<file path="src/rtl/pipe_pkg.sv">
// pipe_pkg: shared types and constants for the handshaked pipeline stage register
package pipe_pkg;
    typedef enum logic [1:0] {OCC_EMPTY = 2'd0, OCC_ONE = 2'd1, OCC_TWO = 2'd2} pipe_occ_t;
    localparam int PERF_CNT_W = 32;
endpackage

</file>
<file path="src/rtl/pipe_stage_reg_if.sv">
// pipe_stage_reg_if: valid/ready stream carrying a payload and control bundle
interface pipe_stage_reg_if #(parameter int DATA_W = 128, parameter int CTRL_W = 16) ();
    logic              valid;
    logic              ready;
    logic [DATA_W-1:0] data;
    logic [CTRL_W-1:0] ctrl;
    modport master (output valid, data, ctrl, input ready);
    modport slave  (input valid, data, ctrl, output ready);
endinterface

</file>
<file path="src/rtl/pipe_perf_cnt.sv">
// pipe_perf_cnt: saturating event counter, cleared only by reset
module pipe_perf_cnt
    import pipe_pkg::*;
#(parameter int W = PERF_CNT_W) (
    input  logic         clk,
    input  logic         rst_n,
    input  logic         en,
    output logic [W-1:0] count
);
    always_ff @(posedge clk or negedge rst_n)
        if (!rst_n) count <= '0;
        else if (en && !(&count)) count <= count + W'(1);
endmodule

</file>
<file path="src/rtl/pipe_stage_reg.sv">
// pipe_stage_reg: two-entry skid pipeline register with N-way stall and flush-to-bubble.
// Define PIPE_STAGE_REG_PERF_EN to build the stall/flush performance counters.
module pipe_stage_reg
    import pipe_pkg::*;
#(
    parameter int DATA_W     = 128,
    parameter int CTRL_W     = 16,
    parameter int STALL_SRCS = 2
) (
    input  logic                  clk,
    input  logic                  rst_n,
    pipe_stage_reg_if.slave       up,
    pipe_stage_reg_if.master      dn,
    input  logic [STALL_SRCS-1:0] stall,
    input  logic                  flush,
    output logic [1:0]            occupancy,
    output logic [PERF_CNT_W-1:0] stall_cycles,
    output logic [PERF_CNT_W-1:0] flush_count
);
    pipe_occ_t         state, state_nxt;
    logic [DATA_W-1:0] main_data, main_data_nxt, skid_data, skid_data_nxt;
    logic [CTRL_W-1:0] main_ctrl, main_ctrl_nxt, skid_ctrl, skid_ctrl_nxt;
    logic              stall_any, accept, drain, load_in_main, load_skid_main, load_skid;

    assign stall_any = |stall;
    assign up.ready  = (state != OCC_TWO) && !stall_any;
    assign dn.valid  = (state != OCC_EMPTY);
    assign dn.data   = main_data;
    assign dn.ctrl   = main_ctrl;
    assign occupancy = 2'(state);
    assign accept    = up.valid && up.ready;
    assign drain     = dn.valid && dn.ready && !stall_any;

    always_ff @(posedge clk or negedge rst_n)
        if (!rst_n) begin
            state     <= OCC_EMPTY;
            main_data <= '0;
            main_ctrl <= '0;
            skid_data <= '0;
            skid_ctrl <= '0;
        end else begin
            state     <= state_nxt;
            main_data <= main_data_nxt;
            main_ctrl <= main_ctrl_nxt;
            skid_data <= skid_data_nxt;
            skid_ctrl <= skid_ctrl_nxt;
        end

    // Flush wins over everything: the stage empties and the incoming beat is dropped.
    always_comb begin
        load_in_main   = accept && (state == OCC_EMPTY || drain);
        load_skid_main = drain && state == OCC_TWO;
        load_skid      = accept && !drain && state == OCC_ONE;
        state_nxt      = flush ? OCC_EMPTY
                       : load_skid ? OCC_TWO
                       : (drain && !accept) ? (state == OCC_TWO ? OCC_ONE : OCC_EMPTY)
                       : (accept && state == OCC_EMPTY) ? OCC_ONE
                       : state;
        main_data_nxt  = flush ? '0 : load_in_main ? up.data : load_skid_main ? skid_data : main_data;
        main_ctrl_nxt  = flush ? '0 : load_in_main ? up.ctrl : load_skid_main ? skid_ctrl : main_ctrl;
        skid_data_nxt  = flush ? '0 : load_skid ? up.data : skid_data;
        skid_ctrl_nxt  = flush ? '0 : load_skid ? up.ctrl : skid_ctrl;
    end

`ifdef PIPE_STAGE_REG_PERF_EN
    pipe_perf_cnt #(.W(PERF_CNT_W)) u_stall_cnt (.clk(clk), .rst_n(rst_n), .en(stall_any), .count(stall_cycles));
    pipe_perf_cnt #(.W(PERF_CNT_W)) u_flush_cnt (.clk(clk), .rst_n(rst_n), .en(flush), .count(flush_count));
`else
    assign stall_cycles = '0;
    assign flush_count  = '0;
`endif
endmodule

</file>
<file path="src/flat_wrapper.sv">
// flat-port wrapper written by rule: the top's interface ports become plain ports
module pipe_stage_reg_flat import pipe_pkg::*;
#(
    parameter int DATA_W     = 128,
    parameter int CTRL_W     = 16,
    parameter int STALL_SRCS = 2
)
  (clk, rst_n, stall, flush, occupancy, stall_cycles, flush_count, up_valid, up_data, up_ctrl, up_ready, dn_valid, dn_data, dn_ctrl, dn_ready);
  pipe_stage_reg_if #(.DATA_W(DATA_W), .CTRL_W(CTRL_W)) up_i ();
  pipe_stage_reg_if #(.DATA_W(DATA_W), .CTRL_W(CTRL_W)) dn_i ();
  input  logic clk;
  input  logic rst_n;
  input  logic [STALL_SRCS-1:0] stall;
  input  logic flush;
  output logic [1:0] occupancy;
  output logic [PERF_CNT_W-1:0] stall_cycles;
  output logic [PERF_CNT_W-1:0] flush_count;
  input wire logic [$bits(up_i.valid)-1:0] up_valid;
  input wire logic [$bits(up_i.data)-1:0] up_data;
  input wire logic [$bits(up_i.ctrl)-1:0] up_ctrl;
  output wire logic [$bits(up_i.ready)-1:0] up_ready;
  output wire logic [$bits(dn_i.valid)-1:0] dn_valid;
  output wire logic [$bits(dn_i.data)-1:0] dn_data;
  output wire logic [$bits(dn_i.ctrl)-1:0] dn_ctrl;
  input wire logic [$bits(dn_i.ready)-1:0] dn_ready;
  assign up_i.valid = up_valid;
  assign up_i.data = up_data;
  assign up_i.ctrl = up_ctrl;
  assign up_ready = up_i.ready;
  assign dn_valid = dn_i.valid;
  assign dn_data = dn_i.data;
  assign dn_ctrl = dn_i.ctrl;
  assign dn_i.ready = dn_ready;
  pipe_stage_reg #(.DATA_W(DATA_W), .CTRL_W(CTRL_W), .STALL_SRCS(STALL_SRCS)) u_core (.clk(clk), .rst_n(rst_n), .up(up_i), .dn(dn_i), .stall(stall), .flush(flush), .occupancy(occupancy), .stall_cycles(stall_cycles), .flush_count(flush_count));
endmodule
</file>
<file path="config.mk">
export PLATFORM = sky130hd
export DESIGN_NAME = pipe_stage_reg_flat
export DESIGN_NICKNAME = d
export VERILOG_FILES = /design/src/rtl/pipe_pkg.sv /design/src/rtl/pipe_stage_reg_if.sv /design/src/rtl/pipe_perf_cnt.sv /design/src/rtl/pipe_stage_reg.sv /design/src/flat_wrapper.sv
export SDC_FILE = /design/constraint.sdc
export NUM_CORES = 1
export LEC_CHECK = 0
export ABC_CLOCK_PERIOD_IN_PS = 2000
export CAP_MARGIN = 0
export CORE_MARGIN = 5
export CORE_UTILIZATION = 30
export DETAILED_ROUTE_END_ITERATION = 10
export PLACE_DENSITY_LB_ADDON = 0.2
export SYNTH_ARGS = -nofsm -noshare
export SYNTH_HDL_FRONTEND = slang
export SYNTH_SLANG_ARGS = --single-unit
</file>
<file path="constraint.sdc">
create_clock -name clk -period 2 [get_ports clk]
set_input_delay 0.5 -clock clk [delete_from_list [all_inputs] [get_ports clk]]
set_output_delay 0.5 -clock clk [all_outputs]
set_load 0.01 [all_outputs]
</file>
==> impl_metrics.tcl <==
set metrics [dict create \
    outcome "finished with violations" \
    violations "negative setup slack" \
    clock_latency_ps 550 \
    crit_path_start "u_core.occupancy[0]$_DFFE_PN0P_" \
    initial_core_util_pct 30.17 \
    r2r-end "u_core.dn.data[105]$_DFFE_PN0P_" \
    io_pins 363 \
    max_slew_margin_pct 61.70 \
    syn2layout_area_growth_pct 37.01 \
    cp.required_ps 2430 \
    max_freq_ghz 0.4950 \
    drc 0 \
    rows 82 \
    synth_cell_type_count 29 \
    drt-pass1-iter-count 5 \
    period_needed_ps 2020 \
    synthTopCellsByArea "dfrtp_1, nand3_1, o21ai_0" \
    cp.arrival_ps 2450 \
    critPathCapture "u_core.dn.data[105]$_DFFE_PN0P_" \
    hp-class "input pin to async pin" \
    netlist_area_um2 15040 \
    synth_top_cell_area_share_pct 48.24 \
    drt_iter0_markers 1451 \
    fin_nets 1987 \
    r2r_slack_ps -20 \
    cts_buffers 36 \
    die-area_um2 54720 \
    grt_use_total_pct 21.51 \
    tightest_slew_ps 574.6 \
    cts.sink_count 290 \
    start_kind "register" \
    drive_gt1_share_pct 12.35 \
    routedWlPerCell_um 24.68 \
    clk_pin_slew_ps 60 \
    layout_common_cells "nand3_1, dfrtp_1, o21ai_0" \
    place.gp.congestion 0.7636 \
    design.core.area_um2 49860 \
    synthCells 1626 \
    cap_violations 0 \
    finalWorstSetupSlack_ps -20.08 \
    timing.hold.ws_ps 432.9 \
    fin_area_um2 20610 \
    worstPathMaxFanout 62 \
    viasPerCell 5.983 \
    ant_nets 0 \
    grt_pass1_vias 15270 \
    fin_util_pct 41.34 \
    antenna_found_initial 1 \
    min_period_over_period_pct 101.0 \
    ff2ff_path_depth 5 \
    drt-total-wl_mm 62.57 \
    critical_path.endpoint_type "register" \
    final_hold_viol_count 0 \
    power_uw 15100 \
    cts_tree "yes" \
    powerDensity_nw_per_um2 732.7 \
    grt_pass1_wl_mm 93.81 \
    cts_buffer_depth 3 \
    yosys_warnings 0 \
    fin_skew_ps 29.23 \
    synth-seq-area-share_pct 48.24 \
    vias 15170 \
    die_h_um 233.9 \
    slew_violations 0 \
    syn_area_per_cell_um2 9.252 \
    placed_area_um2 18980 \
    chipWidth_um 233.9 \
    rsz0062_at_grt "true" \
    r2r-start "u_core.occupancy[0]$_DFFE_PN0P_" \
    yosys.area.top_type "dfrtp_1" \
    critPathKind "register to register" \
    htreeDepth 2 \
    synth-seq-cells 290 \
    p_leak_uw 0.008138 \
    grt_max_degree 100 \
    tns_ps -42.75 \
    io_buffers 298 \
    dp_hpwl_mm 36.61 \
    num_antenna_cells 0 \
    setup-violations-final 5 \
    grt-ovfl-total 0 \
    root_buffer "clkbuf_16" \
    peakVddDrop_mv 0.4370 \
]
## worst min path at each step
stage                from  cells past startpoint  slack, ps                               to
CTS                 rst_n                      2        410    u_core.dn.ctrl[2]$_DFFE_PN0P_
detailed placement  rst_n                      1        410  u_core.skid_ctrl[2]$_DFFE_PN0P_
floorplan           rst_n                      0        200    u_core.dn.ctrl[0]$_DFFE_PN0P_
global placement    rst_n                      1        410  u_core.skid_ctrl[2]$_DFFE_PN0P_
global route        rst_n                      2        440    u_core.dn.ctrl[2]$_DFFE_PN0P_
finish              rst_n                      2        430    u_core.dn.ctrl[2]$_DFFE_PN0P_
## repair_timing
item | in CTS | in global routing
resized for setup | 84 | 133
gates cloned | 0 | 3
hold buffers | 1 | 0
setup buffers | 5 | 1
endpoints found under the hold margin | 20 | 0
pin swaps | 1 | 1
setup endpoints to repair | 75 | 117
## synthesized netlist by cell type
cell       count
clkbuf_2       2
buf_1          1
nor4b_1        1
or2_2          1
o211ai_1       1
o21ai_0      260
a311oi_1     145
buf_2         26
a21oi_1      147
clkbuf_1     199
nor2_1         1
nor4bb_1       1
a211o_1        1
conb_1         1
or4b_1         1
nand4bb_1      1
inv_1          2
clkinv_1       1
or2_1          1
nand3_1      288
o21ai_1       30
nand2_1        1
nor3_1         1
or3b_2         1
buf_6         11
buf_4         66
mux2_2         1
a2111oi_0    144
dfrtp_1      290
## metal layers
| metal | GRT usage, % | vias up | wire length (µm) |
|---|---|---|---|
| met2 | 35.67 | 712 | 30790 |
| met3 | 3.548 | 98 | 4204 |
| met5 | 0 | - | 13 |
| li1 | - | 6626 | - |
| met1 | 28.76 | 7728 | 25950 |
| met4 | 7.194 | 2 | 1605 |
## worst max-delay path, cell delays in order, from the launching register on
cell,delay [ps]
dfrtp_2,460
or2_4,310
buf_4,190
a211o_4,360
buf_12,210
a311oi_1,310
## logic make-up after synthesis
logic type             share of synthesized area [%]
AO/OA/AOI/OAI                                  31.47
buffers and inverters                          10.11
flip-flops                                     48.24
multiplexers                                 0.07485
other                                        0.02493
AND/OR/NAND/NOR                                10.07
## sequential cells by signal (all words and copies together), names as in the netlist
register,cells
u_core.dn.ctrl,16
u_core.dn.data,128
u_core.occupancy,2
u_core.skid_ctrl,16
u_core.skid_data,128
## per-stage QoR
stage               setup slack (ps)  cells
finish                        -20.08   2535
CTS                           0.1976   2531
global route                  -73.00   2535
floorplan                      121.9   1689
global placement              -394.6   2460
detailed placement            -428.4   2460
## report_power, final
| group | switching, µW | internal, µW | leakage, µW | total [µW] |
|---|---|---|---|---|
| Combinational | 1240 | 829 | 0.00352 | 2070 |
| Clock | 2700 | 4190 | 0.000621 | 6890 |
| Sequential | 116 | 6030 | 0.00399 | 6140 |
## layout make-up
cell class                      count  area (µm²)
Clock buffer                       53        1097
Clock inverter                     12       146.4
Fill cell                        4960       29250
Inverter                            3       16.27
Multi-Input combinational cell   1091        6820
Sequential cell                   290        7259
Tap cell                          672       840.8
Timing Repair Buffer              414        4431
Power figures use the tool's default switching activity.
==> variant (same flow settings) <==
`DATA_W` is set to 128 in 3 places; all go to 192.
--- a/src/rtl/pipe_stage_reg_if.sv
+++ b/src/rtl/pipe_stage_reg_if.sv
@@ -1,3 +1,3 @@
 // pipe_stage_reg_if: valid/ready stream carrying a payload and control bundle
-interface pipe_stage_reg_if #(parameter int DATA_W = 128, parameter int CTRL_W = 16) ();
+interface pipe_stage_reg_if #(parameter int DATA_W = 192, parameter int CTRL_W = 16) ();
     logic              valid;
--- a/src/rtl/pipe_stage_reg.sv
+++ b/src/rtl/pipe_stage_reg.sv
@@ -5,3 +5,3 @@
 #(
-    parameter int DATA_W     = 128,
+    parameter int DATA_W     = 192,
     parameter int CTRL_W     = 16,
--- a/src/flat_wrapper.sv
+++ b/src/flat_wrapper.sv
@@ -3,3 +3,3 @@
 #(
-    parameter int DATA_W     = 128,
+    parameter int DATA_W     = 192,
     parameter int CTRL_W     = 16,
Interface: changed (resized dn_data and up_data); port bits go from 363 to 491. No check against the original RTL was run, so the function may have changed too.
==> variant against the original RTL <==
  * Sequential power up 44%
  * Worst hold slack worse by 0.098 ns
  * Design area up 41%
  * Sequential cell count up 128
  * Wire length up 46%
  * Synthesized area up 43%
  * Largest cell class unchanged
  * Highest routed layer unchanged
  * Clock skew down 0.015 ns
  * Setup slack worse by 0.12 ns
  * Critical path type unchanged
  * Die area up 41%
  * The flow still finishes with violations (negative setup slack)
  * Clock power up 31%
  * Combinational power up 40%
  * Power up 38%
==> variant: results (changes against the original RTL) <==
metric,value,unit,change
Buffers on Ports,426,,+43%
worst hold path class,input port to register,,
largest net degree at the start of global routing,144,,+44%
fin crit share,107.0,%,+6.0 points
DPL Wire Length,54210,um,+48%
Slew headroom,55.31,%,-6.4 points
DRT Pass-1 Iters,6,,+1
post-placement cell area,27210,um2,+43%
gpl congestion,0.8223,,+7.7%
share of the yosys chip area belonging to registers,48.73,%,+0.49 points
Non-Filler Instances,3577,,+41%
first-pass GRT wire length,139600,um,+49%
Post-Place Setup Slack,-0.6765,ns,-0.2481 ns
vias in the first global route,21830,,+43%
# setup viols final,120,,+115
initial antenna violation count,6,,+5
"top cells by area, synth","dfrtp_1 49%, nand3_1 9.7%, o21ai_0 9.4%, a2111oi_0 8.5%, a311oi_1 8.2%",,
Cells after Synth,2310,,+42%
Num CTS Buffers,49,,+36%
Skew-Pair Late Insertion Delay,0.59,ns,+0.04 ns
crit path DAT,2.55,ns,+0.10 ns
status,"complete, but fails checks",,
All-Layer GR Usage,22.21,%,+0.70 points
fillers,6969,,+41%
final wirelength,91220,um,+46%
failing checks,negative setup slack,,
# placed instances,3480,,+41%
CP Max Fanout,95,,+53%
Lkg Pwr,11.24,nW,+38%
skew final,0.01470,ns,-0.01453 ns
worst setup slack after layout,-0.1393,ns,-0.1192 ns
Max IR drop VDD,621.2,uV,+42%
synth unique cells,28,,-3.4%
DR iter-0 viols,2571,,+77%
variant: layer usage:
layer | vias to the layer above | wire (um) | track usage, %
li1 | 9477 | - | -
met2 | 1160 | 44520 | 36.11
met3 | 161 | 6417 | 3.585
met1 | 11130 | 37060 | 30.11
met4 | 2 | 3216 | 7.989
met5 | - | 11 | 0
variant: cells by family (layout without fill, tap and decap cells):
family          count (synthesis)  in the layout  share of synthesized area, %
other cells                     1             69                       0.01747
mux                             1              1                       0.05246
simple gates                  426            426                         10.04
buf+inv                       416            665                         9.140
flops                         418            418                         48.73
compound gates               1048           1048                         32.02
variant: cell type report:
| type | instances | area share (%) |
|---|---|---|
| tap | 950 | 4.101 |
| clock inverter | 14 | 0.4446 |
| timing repair buffer | 575 | 20.73 |
| multi-input combinational | 1539 | 33.44 |
| antenna | 5 | 0.04317 |
| clock buffer | 73 | 5.068 |
| sequential | 418 | 36.10 |
| inverter | 3 | 0.07338 |
variant: worst max-delay path, cell delays in order (launching register included):
cell and delay, ns:
dfrtp_2 0.43, buf_4 0.15, or4b_4 0.58, buf_12 0.21, o21ai_1 0.29, a311oi_2 0.12
variant: final timing paths:
| kind | slack [ns] | depth (start not counted) | to |
|---|---|---|---|
| max in group asynchronous | 0.80 | 4 | u_core.dn.data[85]$_DFFE_PN0P_ |
| max reg2reg | -0.14 | 5 | u_core.dn.data[69]$_DFFE_PN0P_ |
| min reg2reg | 0.54 | 2 | u_core.skid_data[93]$_DFFE_PN0P_ |
| max | -0.14 | 5 | u_core.dn.data[69]$_DFFE_PN0P_ |
| min | 0.33 | 2 | u_core.skid_data[190]$_DFFE_PN0P_ |
| min in group asynchronous | 0.43 | 2 | u_core.dn.data[1]$_DFFE_PN0P_ |
variant: power by group:
part / internal (mW) / switching [mW] / total, mW
Sequential: 8.69 / 0.171 / 8.86
Clock: 5.31 / 3.74 / 9.04
Combinational: 1.11 / 1.78 / 2.89
variant: stage by stage:
| step | power [mW] | TNS [ns] | util (%) |
|---|---|---|---|
| 6_report | 20.79 | -6.479 | 40.69 |
| 5_1_grt | 21.54 | -5.877 | 40.68 |
| 4_1_cts | 20.91 | -0.1126 | 40.16 |
| 3_5_place_dp | 11.95 | -168.27 | 38.20 |
| 3_3_place_gp | 11.93 | -159.29 | 38.20 |
| 2_1_floorplan | 10.11 | 0 | - |
variant: what timing repair did:
item / in CTS / in global routing
hold buffers: 1 / 0
gates resized for setup: 237 / 173
endpoints found under the hold margin: 28 / 0
pin swaps: 1 / 1
endpoints found under the setup margin: 220 / 185
setup buffers: 4 / 1
